$ cat src/rtl/hamming_encoder_tx_pkg.sv
// Shared Hamming(7,4) definitions for the Li-Fi transmit path: codeword bit map,
// frame constants and the parity encoder used by both encoder and decoder.
package hamming_encoder_tx_pkg;

  localparam int unsigned MSG_W = 4;
  localparam int unsigned CW_W  = 7;

  // Codeword bit positions, codeword[6:0] = {d3,d2,d1,p4,d0,p2,p1}
  localparam int unsigned CW_P1 = 0;
  localparam int unsigned CW_P2 = 1;
  localparam int unsigned CW_D0 = 2;
  localparam int unsigned CW_P4 = 3;
  localparam int unsigned CW_D1 = 4;
  localparam int unsigned CW_D2 = 5;
  localparam int unsigned CW_D3 = 6;

  localparam logic        START_BIT  = 1'b0;
  localparam logic        STOP_BIT   = 1'b1;
  localparam int unsigned FRAME_BITS = 9;
  localparam int unsigned DATA_BITS  = FRAME_BITS - 2;

  typedef enum logic [1:0] {
    ST_IDLE,
    ST_START,
    ST_DATA,
    ST_STOP
  } tx_state_e;

  function automatic logic [CW_W-1:0] hamming_encode(input logic [MSG_W-1:0] d);
    logic [CW_W-1:0] cw;
    cw        = '0;
    cw[CW_D0] = d[0];
    cw[CW_D1] = d[1];
    cw[CW_D2] = d[2];
    cw[CW_D3] = d[3];
    cw[CW_P1] = d[0] ^ d[1] ^ d[3];
    cw[CW_P2] = d[0] ^ d[2] ^ d[3];
    cw[CW_P4] = d[1] ^ d[2] ^ d[3];
    return cw;
  endfunction

endpackage

$ cat src/rtl/hamming_tx_fifo.sv
// Synchronous message FIFO with push/pop, full/empty flags and occupancy count.
// Pushes into a full FIFO and pops from an empty one are ignored.
module hamming_tx_fifo #(
  parameter int unsigned FIFO_DEPTH = 4,
  parameter int unsigned DATA_W     = 4
) (
  input  logic                         clk,
  input  logic                         rst_n,
  input  logic                         push_i,
  input  logic                         pop_i,
  input  logic [DATA_W-1:0]            wdata_i,
  output logic [DATA_W-1:0]            rdata_o,
  output logic                         full_o,
  output logic                         empty_o,
  output logic [$clog2(FIFO_DEPTH):0]  count_o
);

  localparam int unsigned PTR_W = $clog2(FIFO_DEPTH);
  localparam int unsigned CNT_W = PTR_W + 1;

  logic [DATA_W-1:0] mem_q [FIFO_DEPTH];
  logic [PTR_W-1:0]  wr_ptr_q, wr_ptr_d;
  logic [PTR_W-1:0]  rd_ptr_q, rd_ptr_d;
  logic [CNT_W-1:0]  count_q, count_d;
  logic              do_push, do_pop;

  assign full_o  = (count_q == CNT_W'(FIFO_DEPTH));
  assign empty_o = (count_q == '0);
  assign do_push = push_i && !full_o;
  assign do_pop  = pop_i && !empty_o;
  assign rdata_o = mem_q[rd_ptr_q];
  assign count_o = count_q;

  // Pointers wrap naturally since the depth is a power of two
  always_comb begin
    wr_ptr_d = wr_ptr_q;
    rd_ptr_d = rd_ptr_q;
    count_d  = count_q;
    if (do_push) wr_ptr_d = wr_ptr_q + PTR_W'(1);
    if (do_pop)  rd_ptr_d = rd_ptr_q + PTR_W'(1);
    case ({do_push, do_pop})
      2'b10:   count_d = count_q + CNT_W'(1);
      2'b01:   count_d = count_q - CNT_W'(1);
      default: count_d = count_q;
    endcase
  end

  always_ff @(posedge clk) begin
    if (!rst_n) begin
      wr_ptr_q <= '0;
      rd_ptr_q <= '0;
      count_q  <= '0;
    end else begin
      wr_ptr_q <= wr_ptr_d;
      rd_ptr_q <= rd_ptr_d;
      count_q  <= count_d;
    end
  end

  always_ff @(posedge clk) begin
    if (rst_n && do_push) mem_q[wr_ptr_q] <= wdata_i;
  end

endmodule

$ cat src/rtl/hamming_encoder_tx.sv
// Li-Fi transmit path: buffers 4-bit messages, Hamming(7,4)-encodes each one and
// serializes it as a start/7-data/stop frame on tx_bit (idle high).
module hamming_encoder_tx
  import hamming_encoder_tx_pkg::*;
#(
  parameter int unsigned BIT_CYCLES = 4,
  parameter int unsigned FIFO_DEPTH = 4
) (
  input  logic             clk,
  input  logic             reset,
  input  logic             valid,
  input  logic [MSG_W-1:0] message,
  output logic             ready,
  output logic [CW_W-1:0]  codeword,
  output logic             codeword_valid,
  output logic             tx_bit,
  output logic             tx_busy
);

  localparam int unsigned CYC_W = (BIT_CYCLES > 1) ? $clog2(BIT_CYCLES) : 1;
  localparam int unsigned BIT_W = $clog2(DATA_BITS);
  localparam int unsigned CNT_W = $clog2(FIFO_DEPTH) + 1;
  localparam logic [CYC_W-1:0] CYC_LAST = CYC_W'(BIT_CYCLES - 1);
  localparam logic [BIT_W-1:0] BIT_LAST = BIT_W'(DATA_BITS - 1);

  tx_state_e        state_q;
  logic [CYC_W-1:0] cyc_q;
  logic [BIT_W-1:0] bit_q;
  logic [CW_W-1:0]  shift_q;
  logic [CW_W-1:0]  codeword_q;
  logic             cw_valid_q;
  logic             tx_bit_q;
  logic             tx_busy_q;

  logic             fifo_full, fifo_empty, fifo_push, fifo_pop;
  logic [MSG_W-1:0] fifo_head;
  logic [CNT_W-1:0] fifo_count;
  logic             bit_done;
  logic [CW_W-1:0]  head_cw;

  // ready is forced high while reset is held; the FIFO ignores pushes then
  assign ready     = !reset || (fifo_count != CNT_W'(FIFO_DEPTH));
  assign fifo_push = valid && !fifo_full;
  assign bit_done  = (cyc_q == CYC_LAST);
  assign fifo_pop  = !fifo_empty &&
                     ((state_q == ST_IDLE) || ((state_q == ST_STOP) && bit_done));
  assign head_cw   = hamming_encode(fifo_head);

  hamming_tx_fifo #(
    .FIFO_DEPTH (FIFO_DEPTH),
    .DATA_W     (MSG_W)
  ) u_fifo (
    .clk     (clk),
    .rst_n   (reset),
    .push_i  (fifo_push),
    .pop_i   (fifo_pop),
    .wdata_i (message),
    .rdata_o (fifo_head),
    .full_o  (fifo_full),
    .empty_o (fifo_empty),
    .count_o (fifo_count)
  );

  // Frame sequencer; a pop always starts a new frame, whether from IDLE or end of STOP
  always_ff @(posedge clk) begin
    if (!reset) begin
      state_q    <= ST_IDLE;
      cyc_q      <= '0;
      bit_q      <= '0;
      shift_q    <= '0;
      codeword_q <= '0;
      cw_valid_q <= 1'b0;
      tx_bit_q   <= STOP_BIT;
      tx_busy_q  <= 1'b0;
    end else begin
      cw_valid_q <= 1'b0;
      if (fifo_pop) begin
        state_q    <= ST_START;
        cyc_q      <= '0;
        bit_q      <= '0;
        shift_q    <= head_cw;
        codeword_q <= head_cw;
        cw_valid_q <= 1'b1;
        tx_bit_q   <= START_BIT;
        tx_busy_q  <= 1'b1;
      end else begin
        unique case (state_q)
          ST_IDLE: begin
            tx_bit_q  <= STOP_BIT;
            tx_busy_q <= 1'b0;
          end
          ST_START: begin
            if (bit_done) begin
              state_q  <= ST_DATA;
              cyc_q    <= '0;
              bit_q    <= '0;
              tx_bit_q <= shift_q[0];
              shift_q  <= shift_q >> 1;
            end else begin
              cyc_q <= cyc_q + CYC_W'(1);
            end
          end
          ST_DATA: begin
            if (bit_done) begin
              cyc_q <= '0;
              if (bit_q == BIT_LAST) begin
                state_q  <= ST_STOP;
                tx_bit_q <= STOP_BIT;
              end else begin
                bit_q    <= bit_q + BIT_W'(1);
                tx_bit_q <= shift_q[0];
                shift_q  <= shift_q >> 1;
              end
            end else begin
              cyc_q <= cyc_q + CYC_W'(1);
            end
          end
          ST_STOP: begin
            if (bit_done) begin
              state_q   <= ST_IDLE;
              cyc_q     <= '0;
              tx_busy_q <= 1'b0;
            end else begin
              cyc_q <= cyc_q + CYC_W'(1);
            end
          end
          default: begin
            state_q   <= ST_IDLE;
            tx_bit_q  <= STOP_BIT;
            tx_busy_q <= 1'b0;
          end
        endcase
      end
    end
  end

  assign codeword       = codeword_q;
  assign codeword_valid = cw_valid_q;
  assign tx_bit         = tx_bit_q;
  assign tx_busy        = tx_busy_q;

endmodule

$ cat config.mk
export PLATFORM = sky130hd
export DESIGN_NAME = hamming_encoder_tx
export DESIGN_NICKNAME = d
export VERILOG_FILES = /design/src/rtl/hamming_encoder_tx_pkg.sv /design/src/rtl/hamming_tx_fifo.sv /design/src/rtl/hamming_encoder_tx.sv
export SDC_FILE = /design/constraint.sdc
export NUM_CORES = 1
export LEC_CHECK = 0
export ABC_CLOCK_PERIOD_IN_PS = 7200
export BUFFER_PORTS_ARGS = -buffer_cell sky130_fd_sc_hd__buf_4
export CAP_MARGIN = 20
export CORE_AREA = 4 4 83 54
export CTS_BUF_LIST = sky130_fd_sc_hd__clkbuf_2 sky130_fd_sc_hd__clkbuf_4 sky130_fd_sc_hd__clkbuf_8
export CTS_CLUSTER_DIAMETER = 200
export DETAILED_ROUTE_END_ITERATION = 10
export DIE_AREA = 0 0 87 58
export PLACE_DENSITY = 0.84
export SYNTH_ARGS = -nofsm -noshare
export SYNTH_HDL_FRONTEND = slang
export SYNTH_SLANG_ARGS = --single-unit
$ cat constraint.sdc
create_clock -name clk -period 7.2 [get_ports clk]
set_input_delay 0 -clock clk [delete_from_list [all_inputs] [get_ports clk]]
set_output_delay 0 -clock clk [all_outputs]
set_load 0.05 [all_outputs]
; Word-level counts from Yosys, hierarchy flattened
; Memory sizes are Yosys's and may differ from the RTL's. A register that Yosys moved wholly into a read port is not among the register bits.
; Index checks and enable logic that the tools add are counted.
[word_totals]
ff_bits = 31
elab_cells = 103
out_inout_bits = 11
ram_bits = 16
memories = 1
[op_classes]
mux = 30
eq_ne = 19
n_bitwise = 7
n_reduce_logical = 28
addsub = 6
[mem_list]
columns = name, depth, width, read_ports, rd_clocked_by_memory_dff, wr, line_no
row1 = u_fifo.mem_q, 4, 4, 1, 1, 1, hamming_tx_fifo.sv:21  ; logic [DATA_W-1:0] mem_q [FIFO_DEPTH];
[op_table]
columns = operator, n
row1 = two-way mux 7 bit, 4
row2 = != test 3 x 2 -> 1 bit (second input constant), 5
row3 = two-way mux 2 bit, 7
row4 = case mux 7 bit (2 select lines), 1
row5 = case mux 3 bit (2 select lines), 2
row6 = two-way mux 1 bit, 10
row7 = != test 2 bit (second input constant), 5
row8 = AND reduction 5 bit, 2
row9 = two-way mux 3 bit, 3
row10 = nonzero test 3 bit, 3
row11 = equality test 2 bit (second input constant), 4
row12 = AND reduction 4 bit, 2
row13 = nonzero test 4 bit, 2
row14 = adder 2 x 1 -> 2 bit (second input constant), 3
row15 = adder 3 x 1 -> 3 bit (second input constant), 2
row16 = equality test 3 bit (second input constant), 2
row17 = logical AND 1 bit, 6
row18 = case mux 2 bit (3 select lines), 1
row19 = bitwise XOR 1 bit, 6
row20 = equality test 2 x 1 -> 1 bit (second input constant), 2
row21 = nonzero test 2 bit, 2
row22 = logical NOT 1 bit, 3
row23 = logical NOT 3 bit, 1
row24 = != test 3 bit (second input constant), 1
row25 = 10 further kinds, 11

; Logic depth before layout (Yosys ltp)
[logic_depth]
word_depth = 7
depth_mapped = 12
depth_no_buf = 11

; Modules after synthesis
; Synthesis repeated with hierarchy kept, for this count alone.
[hier_totals]
cells_unflattened = 209
hier_area_um2 = 2268.4
[modules_own_cells]
columns = module, area_each_um2, cells_per_inst, seq_area_each_um2, instances
row1 = hamming_encoder_tx, 1203.7, 135, 480.5, 1
row2 = hamming_tx_fifo, 1064.8, 74, 660.6, 1

; Worst setup path before layout
; OpenSTA, ideal clock, no wires.
[synth_path]
kind = flip-flop to flip-flop
start = reg cyc_q[0]
end = reg u_fifo.count_q[2], in the netlist u_fifo.count_o[2]
path_buffers = 2
synth_period_minus_slack_ns = 2.485
arrival_time_ns = 2.412
stages_incl_launch_ff = 13
slack_ns = 4.715
t_required_ns = 7.127
path_cell_list = dfxtp_1 > ha_1 > buf_2 > a21oi_1 > or2_2 > buf_4 > clkinv_1 > ha_1 > inv_1 > fa_1 > xor2_1 > or3_1 > a21oi_1
[synth_between]
elab_chain_cells = 7
elab_cells_between_ends = 9
classes_between = eq/ne: 3 / mux: 1 / reduce/logical: 5
[synth_rtl]
columns = item, line_no
row1 = from (decl), hamming_encoder_tx.sv:27  ; logic [CYC_W-1:0] cyc_q;
row2 = from (signal assigned), hamming_encoder_tx.sv:100  ; cyc_q <= cyc_q + CYC_W'(1);
row3 = from (signal assigned), hamming_encoder_tx.sv:115  ; cyc_q <= cyc_q + CYC_W'(1);
row4 = from (signal assigned), hamming_encoder_tx.sv:124  ; cyc_q <= cyc_q + CYC_W'(1);
row5 = equality test 2 bit *, hamming_encoder_tx.sv:44  ; assign bit_done = (cyc_q == CYC_LAST);
row6 = logical AND 1 bit *, hamming_encoder_tx.sv:46  ; ((state_q == ST_IDLE) || ((state_q == ST_STOP) && bit_done));
row7 = logical OR 1 bit *, hamming_encoder_tx.sv:46
row8 = logical AND 1 bit *, hamming_encoder_tx.sv:45  ; assign fifo_pop = !fifo_empty &&
row9 = named net fifo_pop, hamming_encoder_tx.sv:35  ; logic fifo_full, fifo_empty, fifo_push, fifo_pop;
row10 = logical AND 1 bit *, hamming_tx_fifo.sv:30  ; assign do_pop = pop_i && !empty_o;
row11 = equality test 2 x 1 -> 1 bit or equality test 2 bit (tied branches), hamming_tx_fifo.sv:41  ; case ({do_push, do_pop})
row12 = case mux 3 bit (2 select lines) or nonzero test 2 bit (tied branches), n/a
row13 = to (signal assigned), hamming_tx_fifo.sv:56  ; count_q <= count_d;
row14 = to (decl), hamming_tx_fifo.sv:24  ; logic [CNT_W-1:0] count_q, count_d;
; Mark *: on every way through the listed nets, which the timed path passes. The rest lies on a longest branch.
; A chain may end at the register's enable or synchronous reset.

; Final worst setup path
; Ends and elaborated chain as after synthesis.

==> metrics.md <==
| Metric | Value |
|---|---|
| Worst EP required | roughly 7.4 ns |
| Cell Rows | 17 |
| Worst Setup Start Kind | flip-flop |
| Switching Share | between 40 and 50% |
| Synth area leader | dfxtp_1 |
| Endpoint class of the critical path | flip-flop |
| Antenna violations before repair | 0 |
| Rel. slew slack | 64.0% |
| Root Buffer | clkbuf_8 |
| TritonCTS clock tree | done |
| Port bufs | 17 |
| Setup CP Type | reg -> reg |
| Yosys cell types | 41 |
| Synth Net Count | 215 |
| Placed cell count | between 200 and 300 |
| Count leader, synth | dfxtp_1 |
| EDFF count, synth | 16 |
| CTS Buffer Depth | 2 |
| DPL Wire Length | approximately 2900 um |
| Die Area | between 5000 and 6000 um^2 |
| Via count | roughly 1500 |
| Leak Pwr | about 0.00097 uW |
| Die H | a little under 60 um |
| Synth Area in Compound Gates | a little under a tenth |
| CTS sink count | 49 |
| Syn-to-layout area delta | 13.7% |
| Final min period | ~2.8 ns |
| Pwr/cell area | roughly 400 nW/um^2 |
| Starting Density | 59.6% |
| Clock share of power | 17.0% |
| H-Tree Depth | 2 |
| Actual slew at the worst max-slew pin | 0.539 ns |
| Internal power | between 500 and 600 uW |
| Mux cell area share after synthesis | 8.48% |
| Inserted Clock Buffers | 5 |
| Combinational family with the most area after synthesis | simple AND/OR/NAND/NOR gates |
| Worst-skew pair later-pin latency | around 0.31 ns |
| Mapped Cells | around 190 |
| Place WS | 4.45 ns |
| Tot Pwr | between 900 and 1000 uW |
| Worst-path fanout max | 16 |
| Antenna-violating nets left | 0 |
| Routed wire length | just over 4000 um |
| Outcome | finished clean |
| Clock slew at reported path FFs | roughly 0.090 ns |
| RSZ-0062 raised after global routing | false |
| Arr. time, crit path | 3.03 ns |
| Final worst-path cycle share | about two fifths |
| GRT overflow | 0 |
| Max VDD drop | ~200 uV |
| # nets final | between 200 and 250 |
| Logic pwr share | around 43% |
| Sequential area share after synthesis | between 50 and 60% |
| Pin count of the biggest net entering global routing | 20 |
| Post-Syn Area per Cell | 11.2 um^2 |
| Vias in the first global route | between 1000 and 1500 |
| FFs w/ async S/R, synth | 0% |
| Hold_ws | between 0.2 and 0.25 ns |
| Worst setup margin | between 4 and 5 ns |
| DR iter-0 viols | 86 |
| Max Clk Rate | 0.357 GHz |
| Synth top cells by count | dfxtp_1, nor2_1, edfxtp_1 |
| TNS Setup | 0 ns |
| Dominant synthesized flop cell | dfxtp_1 |
| Remaining DRCs | 0 |
| Post-synthesis xor/xnor area fraction | around 5.2% |
| # setup viols final | 0 |
| Final hold violations | 0 |
| Skew final | 0.00772 ns |
| Hold Path Class | in -> reg |
| Ports | 18 |
| Routability Congestion | around 0.80 |
| Cell Count, Final, Fillers Out | around 260 |
| Drt pass-1 iters | 4 |
| Net load switching power | 401 uW |
| PostCTS Resize Cnt | 0 |
| Synth warn | 0 |
| N_diodes | 0 |
| Yosys reg bits | 49 |
| GRT Util Overall | 17.5% |
| Area share of the largest cell type after synthesis | 30.5% |
| Flop pwr share | roughly two fifths |
| DR vias/cell | about 5.5 |
| Synth area leaders | dfxtp_1, edfxtp_1, ha_1, mux2i_1, nor2_1 |
| Global-route wire length before repair | 6550 um |
| Synth Area in Adders | under 10% |
| Simple-gate share of the synthesized area | 11.8% |
| Synth Cell Area | between 2000 and 2500 um^2 |
| Chip width | about 87 um |
| Core area | approximately 3600 um^2 |
| DR WL/cell | approximately 16 um |
| Pins Over Slew Limit | 0 |
| Max-Cap Viols | 0 |
| Layout cells sized above 1 | around 15% |
flip-flops by register name (all words and copies together), names as in the netlist, named ones only:
| register | flops |
|---|---|
| bit_q | 3 |
| codeword | 7 |
| shift_q | 7 |
| tx_bit | 1 |
| tx_busy | 1 |
| u_fifo.rd_ptr_q | 2 |
| u_fifo.count_o | 3 |
| u_fifo.mem_q | 16 |
| u_fifo.wr_ptr_q | 2 |
| state_q | 2 |
| cyc_q | 2 |
| codeword_valid | 1 |
layout make-up:
| type | instances | area (um^2) |
|---|---|---|
| inverter | 12 | 45.0 |
| tap | 47 | 58.8 |
| clock inverter | 2 | 13.8 |
| clock buffer | 6 | 73.8 |
| timing repair buffer | 22 | 178 |
| fill | 283 | 1170 |
| sequential | 49 | 1140 |
| multi-input combinational | 126 | 955 |
stage by stage:
stage / cell area, um^2 / utilization [%]
floorplan: 2170 / -
CTS: 2460 / 67.8
finish: 2460 / 67.8
detailed placement: 2330 / 64.0
global route: 2460 / 67.8
global placement: 2330 / 64.0
critical path: stages (launching register included):
cell and delay, ns:
dfxtp_1 0.36, ha_1 0.33, a21oi_1 0.13, or2_2 0.43, clkinv_1 0.21, ha_1 0.22, inv_1 0.06, fa_1 0.37
xor2_1 0.16, or3_1 0.31, a21oi_1 0.14
power by group through the flow:
stage | registers [uW] | clock network [uW] | logic, uW
6_report | 393 | 166 | 418
5_1_grt | 399 | 181 | 459
4_1_cts | 392 | 167 | 415
3_5_place_dp | 398 | 0 | 408
3_3_place_gp | 396 | 0 | 403
2_1_floorplan | 454 | 0 | 256
cell families after synthesis:
group | count (synthesis)
flops | 49
buf+inv | 18
mux | 13
compound gates | 31
xor+xnor | 12
fa+ha+maj | 15
simple gates | 55
cells in the final DEF (no fill, tap or decap), types with 3 or more instances in the layout:
cell type / instances
a211oi_1: 4
a21oi_1: 10
and3_1: 5
buf_4: 17
clkbuf_8: 5
dfxtp_1: 33
dlygate4sd3_1: 5
edfxtp_1: 16
ha_1: 14
inv_1: 10
mux2i_1: 9
mux4_2: 3
nand2_1: 13
nor2_1: 24
o21ai_0: 4
o2bb2ai_1: 3
xnor2_1: 8
xor2_1: 3
what timing repair did:
action | 4_1_cts | 5_1_grt
endpoints found under the hold margin | 17 | 0
hold buffers | 5 | 0
setup buffers | 0 | 0
per-layer routing:
metal  vias to the layer above  global-route usage [%]  routed length (um)
met3                         4                    6.68                 328
met5                         -                       0                   0
met2                        52                    23.7                1730
met4                         0                    5.78                  23
li1                        714                       -                   -
met1                       681                    25.4                2050
worst paths after layout:
path / to / slack, ns / depth (start not counted) / startpoint
max: u_fifo.count_o[2] / 4.40 / 10 / cyc_q[0]
min: u_fifo.wr_ptr_q[0] / 0.23 / 4 / valid
max reg2reg: u_fifo.count_o[2] / 4.40 / 10 / cyc_q[0]
min reg2reg: codeword[6] / 0.47 / 2 / codeword[6]
Note: power is estimated with default switching activity, not from simulation.
